<file path="config.mk">
export PLATFORM = sky130hd
export DESIGN_NAME = data_pipe_interconnect_ss_m0
export DESIGN_NICKNAME = d
export VERILOG_FILES = /design/src/rtl/data_pipe_interconnect_ss_m0.sv
export SDC_FILE = /design/constraint.sdc
export NUM_CORES = 1
export LEC_CHECK = 0
export BUFFER_PORTS_ARGS = -buffer_cell sky130_fd_sc_hd__buf_4
export CAP_MARGIN = 15
export CORE_MARGIN = 4
export CORE_UTILIZATION = 48
export CTS_CLUSTER_DIAMETER = 150
export DETAILED_ROUTE_END_ITERATION = 10
export GPL_TIMING_DRIVEN = 0
export HOLD_SLACK_MARGIN = 0.06
export PLACE_DENSITY = 0.86
export SLEW_MARGIN = 20
export SYNTH_ARGS = -nofsm -noshare
export SYNTH_HDL_FRONTEND = slang
export SYNTH_SLANG_ARGS = --single-unit
export TNS_END_PERCENT = 20
</file>
<file path="constraint.sdc">
create_clock -name clock -period 7.05 [get_ports clock]
set_input_delay 1.41 -clock clock [delete_from_list [all_inputs] [get_ports clock]]
set_output_delay 1.41 -clock clock [all_outputs]
set_load 0.02 [all_outputs]
</file>
<file path="src/rtl/data_pipe_interconnect_ss_m0.sv">
// 8-to-1 stream merge: one latched upstream port feeds m00 through a two-entry
// registered pipe (connector register plus skid buffer) with registered ready.
module data_pipe_interconnect_ss_m0 #(
  parameter int DSIZE = 8
) (
  input  logic             clock,
  input  logic             rst_n,
  input  logic             clk_en,
  input  logic             sw_vld,
  input  logic [2:0]       sw,
  output logic [2:0]       curr_path,
  input  logic             s00_valid,
  input  logic [DSIZE-1:0] s00_data,
  output logic             s00_ready,
  input  logic             s01_valid,
  input  logic [DSIZE-1:0] s01_data,
  output logic             s01_ready,
  input  logic             s02_valid,
  input  logic [DSIZE-1:0] s02_data,
  output logic             s02_ready,
  input  logic             s03_valid,
  input  logic [DSIZE-1:0] s03_data,
  output logic             s03_ready,
  input  logic             s04_valid,
  input  logic [DSIZE-1:0] s04_data,
  output logic             s04_ready,
  input  logic             s05_valid,
  input  logic [DSIZE-1:0] s05_data,
  output logic             s05_ready,
  input  logic             s06_valid,
  input  logic [DSIZE-1:0] s06_data,
  output logic             s06_ready,
  input  logic             s07_valid,
  input  logic [DSIZE-1:0] s07_data,
  output logic             s07_ready,
  output logic             m00_valid,
  output logic [DSIZE-1:0] m00_data,
  input  logic             m00_ready
);

  typedef enum logic [1:0] {IDLE, EMPTY, ONE, TWO} state_t;

  state_t           state;
  state_t           nstate;
  logic [7:0]       s_valid;
  logic [DSIZE-1:0] s_data [8];
  logic [7:0]       s_ready;
  logic             sel_valid;
  logic [DSIZE-1:0] sel_data;
  logic             ready_reg;
  logic             curr_path_vld;
  logic             path_vld_next;
  logic             latch_path;
  logic             push;
  logic             pop;
  logic             conn_vld;
  logic [DSIZE-1:0] conn_data;
  logic [DSIZE-1:0] buf_data;

  assign s_valid   = {s07_valid, s06_valid, s05_valid, s04_valid,
                      s03_valid, s02_valid, s01_valid, s00_valid};
  assign s_data[0] = s00_data;
  assign s_data[1] = s01_data;
  assign s_data[2] = s02_data;
  assign s_data[3] = s03_data;
  assign s_data[4] = s04_data;
  assign s_data[5] = s05_data;
  assign s_data[6] = s06_data;
  assign s_data[7] = s07_data;

  always_comb begin
    s_ready            = '0;
    s_ready[curr_path] = ready_reg;
  end

  assign s00_ready = s_ready[0];
  assign s01_ready = s_ready[1];
  assign s02_ready = s_ready[2];
  assign s03_ready = s_ready[3];
  assign s04_ready = s_ready[4];
  assign s05_ready = s_ready[5];
  assign s06_ready = s_ready[6];
  assign s07_ready = s_ready[7];

  assign sel_valid = s_valid[curr_path];
  assign sel_data  = s_data[curr_path];
  assign push      = sel_valid & ready_reg & clk_en;
  assign pop       = conn_vld & m00_ready & clk_en;

  assign m00_valid = conn_vld;
  assign m00_data  = conn_data;

  always_ff @(posedge clock) begin
    if (!rst_n) begin
      state <= IDLE;
    end else if (clk_en) begin
      state <= nstate;
    end
  end

  always_comb begin
    nstate = state;
    case (state)
      IDLE:  nstate = EMPTY;
      EMPTY: if (push) nstate = ONE;
      ONE: begin
        if (push && !pop)      nstate = TWO;
        else if (!push && pop) nstate = EMPTY;
      end
      TWO:   if (pop) nstate = ONE;
      default: nstate = IDLE;
    endcase
  end

  // The path may only move while the pipe will be empty after this edge, so a
  // push in EMPTY keeps the port that supplied the beat.
  assign latch_path    = (nstate == IDLE) || (nstate == EMPTY);
  assign path_vld_next = latch_path ? sw_vld : curr_path_vld;

  always_ff @(posedge clock) begin
    if (!rst_n) begin
      curr_path     <= '0;
      curr_path_vld <= 1'b0;
      ready_reg     <= 1'b0;
    end else if (clk_en) begin
      if (latch_path) begin
        curr_path     <= sw;
        curr_path_vld <= sw_vld;
      end
      ready_reg <= path_vld_next && ((nstate == EMPTY) || (nstate == ONE));
    end
  end

  always_ff @(posedge clock) begin
    if (!rst_n) begin
      conn_vld  <= 1'b0;
      conn_data <= '0;
      buf_data  <= '0;
    end else if (clk_en) begin
      case (state)
        EMPTY: begin
          if (push) begin
            conn_data <= sel_data;
            conn_vld  <= 1'b1;
          end
        end
        ONE: begin
          if (push && pop) begin
            conn_data <= sel_data;
          end else if (push) begin
            buf_data <= sel_data;
          end else if (pop) begin
            conn_vld <= 1'b0;
          end
        end
        TWO: begin
          if (pop) conn_data <= buf_data;
        end
        default: ;
      endcase
    end
  end

endmodule

</file>
# Word-level counts from Yosys, hierarchy flattened
# Cells that the tools add are included.
# W data, S select, Z words.
# totals
regBits	24
inputBits	80
out_inout_bits	20
word_cells	67
# op_classes
n_lt_le_gt_ge	3
eq_ne	11
muxes	22
bitwise_logic	7
reduce_logical	17
# ops
cell	n
$mux W8	5
$bmux W8 S3	1
$pmux W8 S3	1
$ne A2 B2 Y1 const B	6
$and A8 B8 Y8	1
$mux W2	4
$pmux W2 S4	1
$mux W1	7
$eq A2 B2 Y1 const B	3
$reduce_and A6 Y1	1
$logic_and A1 B1 Y1	5
$reduce_and A5 Y1	1
$and A1 B1 Y1	4
$eq A2 B1 Y1 const B	2
$ge A4 B4 Y1 const B	1
$logic_not A2 Y1	2
$lt A3 B4 Y1 const B	1
$not A3 Y4	1
$reduce_and A4 Y1	1
$bmux W1 S3	1
$demux W1 S3	1
$ge A3 B1 Y1 const B	1
$reduce_bool A3 Y1	1
$logic_not A1 Y1	2
5 further kinds	6

# Logic depth before layout (Yosys ltp)
# logic_depth
ltp_word	13
mapped_depth	12
ltp_nobuf	11

# Least setup slack after synthesis
# No wires, ideal clock.
# synth_timing
kind	input to register
startpoint	in s05_valid
endpoint	reg curr_path[1]
setup_ns	0.116
arrival_time_ns	3.394
t_required_ns	6.934
setup_slack_ns	3.540
stages	10
n_path_buf	1
cell_sequence	mux2_2 > a22oi_1 > o21bai_2 > a21oi_2 > buf_4 > o21ai_0 > ha_1 > o21ai_1 > mux2i_1 > nor2b_1
# synth_via
elab_chain_cells	12
# synth_rtl
element	line_no	rtl
start: declaration	27	input logic s05_valid,
$bmux W1 S3 (*)	85	assign sel_valid = s_valid[curr_path];
$mux W1 (not written as such) (*)	85	
$and A1 B1 Y1 (*) (2 in a row)	87	assign push = sel_valid & ready_reg & clk_en;
$logic_not A1 Y1	108	else if (!push && pop) nstate = EMPTY;
$logic_and A1 B1 Y1	108	
$mux W2	108	
$mux W2	107	if (push && !pop) nstate = TWO;
$pmux W2 S4 (*)	103	case (state)
$eq A2 B1 Y1 or $logic_not A2 Y1 (tied branches)	117	assign latch_path = (nstate == IDLE) || (nstate == EMPTY);
$logic_or A1 B1 Y1 (*)	117	
$reduce_and A2 Y1 (no source line) (*)	--	
end signal: assignment	127	curr_path <= sw;
end: declaration	11	output logic [2:0] curr_path,
# Every way passes the cells marked *; elsewhere a longest branch is shown, timed or not. The select of a mux whose other input is x is not followed.
# A chain may end at the register's enable or synchronous reset.

# Worst setup path in the final report
# layout_timing
startpoint	in s05_valid
endpoint	reg curr_path[2]
# Same word-level chain as after synthesis.

==> results by group <==
Route
  • DRT Pass-1 Iters: 4
  • DRT iter0 DRCs: 171
  • WL met3: 473 µm
  • Detailed Route WL: 5965 µm
  • Wire per inst: 16.62 µm
  • Met2 WL: 2950 µm
  • Wl on met1: 2497 µm
  • Drc violations: 0
  • Via count: 2,049
  • Routed Antenna Nets: 0
  • Vias/cell: 5.708
  • Top sig layer: met4

Yosys
  • Synth area leaders: dfxtp_1 27%, mux2_2 10%, mux2i_1 9.5%
  • Synth cell types: 36
  • Cell Area, Synth: 1798 µm²
  • Syn Inst Count: 211
  • Sequential fraction of the synthesis area: 26.72%
  • Post-synth top area cell: dfxtp_1
  • Share of the synthesized area in the top cell type: 26.72%
  • Yosys warnings: 0
  • Syn_nets: 293
  • Yosys reg bits: 24
  • Syn_area_per_cell: 8.521 µm²

Clocking
  • Longest Clk Path Bufs: 2
  • Skew-Pair Late Insertion Delay: 0.27 ns
  • Htree depth: 1
  • Clock Sink Count: 24
  • CTS tree: done
  • Post-CTS Setup Inserts: 0
  • Cts bufs inserted: 3
  • CTS root buffer: clkbuf_8
  • Clock transition at path regs: 0.08 ns
  • Resize count post-CTS: 0
  • Hold buffer count at CTS: 0

Critical path
  • Data arrival, critical path: 3.92 ns
  • R2R depth: 11
  • CP startpoint kind: input port
  • CP Class: in2reg
  • Slowest cell on crit path: o21ai_1
  • Family with the most delay on the worst path: compound AO/OA/AOI/OAI gates
  • Worst Path Required: 7.21 ns
  • CP dominant cell by count: buf_4
  • Crit-path cells: buf_4 > mux2_2 > a22oi_1 > o21bai_2 > a21oi_2 > buf_4 > o21ai_0 > ha_1 > o21ai_1 > mux2i_1 > nor2b_1
  • Crit path from: s05_valid
  • Worst path depth: 11
  • Slowest stage delay, CP: 0.44 ns
  • Critical Path End Type: register
  • Crit path max fanout: 10
  • CP Buf/Inv Count: 2
  • Reg-to-Reg Start: curr_path[0]

Cells and area
  • Fillcell total: 295
  • FF+latch area: 480.5 µm²
  • Synthesis-to-finish area growth: 47.18%
  • Ant diodes: 0
  • Final nets: 396
  • Layout cells sized above 1: 43.45%
  • Multi-input logic area: 1222 µm²

Timing
  • Final hold violations: 0
  • Post-layout minimum cycle time: 3.758 ns
  • Fin crit share: 53.31%
  • Peak Freq: 266.1 MHz
  • Slew headroom: 65.12%
  • Unrepaired setup endpoints after global routing: false
  • Final setup viols: 0
  • Slew Viols, Final: 0
  • Pin slew with the least headroom to its limit: 0.5197 ns
  • Fin Setup TNS: 0 ns
  • Setup ws final: 3.292 ns
  • Clock skew: 0.002859 ns

Worst hold path
  • Hold path startpoint: m00_data[1]
  • Worst hold path type: reg2reg
  • WHS Path Cells: 1

Global route
  • Largest net degree at the start of global routing: 14
  • Grt ovf: 0
  • Initial antenna violation count: 0
  • Number of global-route vias before repair: 1,894
  • Tot GR Track Use: 23.80%
  • First-pass GRT wire length: 9591 µm

Placement
  • Gpl congestion: 0.8633
  • Port bufs: 98
  • Hpwl dp: 4797 µm
  • Dpl ws: 3.042 ns

Pwr
  • Total power divided by cell area: 130.2 nW/µm²
  • Leak pwr: 1.239 nW
  • Design Power: 0.3445 mW
  • Max VDD drop: 0.1266 mV

Floorplan
  • Starting Density: 51.84%
  • DIE AREA: 4789 µm²
  • I/O pins: 100
  • FP Rows: 21
  • Core Area: 3468 µm²
  • Chip height: 69.20 µm
  • Chip width: 69.20 µm

Flow run
  • Max cap viols: 0

Outcome
  • Outcome: finished, final reports clean
-- metal layers --
layer / vias to the layer above / GRT usage [%]
li1: 1000 / -
met1: 956 / 31.81
met2: 88 / 41.00
met3: 5 / 3.478
met4: 0 / 3.905
met5: - / 0
-- logic make-up (layout without fill, tap and decap cells) --
logic type	after synthesis	after routing	share of synthesized area [%]
flip-flops	24	24	26.72
AND/OR/NAND/NOR	61	61	17.12
buffers and inverters	19	121	5.289
AO/OA/AOI/OAI	72	72	29.99
adder cells (fa/ha/maj)	2	2	1.392
multiplexers	33	33	19.48
-- cell usage in the layout (no fill, tap or decap), types with 2 or more instances in the layout --
cell type   n
nor2b_1     8
nand2b_1    2
nor3_1      2
mux2i_1    17
buf_2       4
a21boi_0    2
nor2_1     22
o21ai_0    11
nor3b_1     3
and2_1      3
o211a_1     9
clkbuf_8    4
buf_6       2
a22oi_1    16
mux2_2     16
clkbuf_1   11
o22ai_1     9
dfxtp_1    24
nand2_1    17
buf_4      99
a211oi_1    8
ha_1        2
a31o_2      8
-- stage by stage --
| stage | hold WS, ns | cell area (µm²) | utilization, % | std cells |
|---|---|---|---|---|
| floorplan | 0.4667 | 1798 | - | 211 |
| global placement | 0.4717 | 2591 | 74.71 | 355 |
| CTS | 0.4932 | 2646 | 76.30 | 359 |
| global route | 0.5099 | 2646 | 76.30 | 359 |
| finish | 0.4922 | 2646 | 76.30 | 359 |
| detailed placement | 0.4740 | 2591 | 74.71 | 355 |
-- power by group --
part	internal [mW]	switching, mW
combinational	0.0608	0.0489
sequential	0.138	0.00348
clock	0.0499	0.0432
-- worst reg2reg max path: stages (launching register included) --
cell	delay, ns
dfxtp_1	0.40
buf_6	0.17
mux2i_1	0.20
o221ai_1	0.13
o21bai_2	0.26
a21oi_2	0.43
buf_4	0.27
o21ai_0	0.11
ha_1	0.24
o21ai_1	0.44
mux2i_1	0.24
nor2b_1	0.06
-- final timing paths --
kind	end	slack [ns]
max	curr_path[2]	3.29
min	m00_data[1]	0.49
max reg2reg	curr_path[2]	4.00
min reg2reg	m00_data[1]	0.49
-- layout make-up --
type	count	area share (%)
inverter	1	0.1418
clock buffer	4	2.080
buffer	18	3.452
timing repair buffer	98	27.80
sequential	24	18.16
multi-input combinational	168	46.19
tap	46	2.175
-- synth_stat cells --
library cell  number
o31ai_1            1
buf_4              1
o21ai_1            1
buf_6              2
nand2_1           17
or2_1              1
nand2b_1           2
nor3b_1            3
o21ai_0           11
a21oi_2            1
o211a_1            9
mux2i_1           17
a211oi_1           8
nor2b_1            8
a41o_1             1
buf_2              4
dfxtp_1           24
nor4b_1            1
ha_1               2
a21boi_0           2
a21oi_1            1
o22ai_1            9
nand4b_1           1
a22oi_1           16
clkbuf_1          11
a31o_2             8
mux2_2            16
o21bai_2           1
nor3_1             2
a311oi_1           1
o221ai_1           1
and2_1             3
nor4b_4            1
nor2_1            22
o21a_1             1
inv_1              1
(Power assumes the default switching activity.)
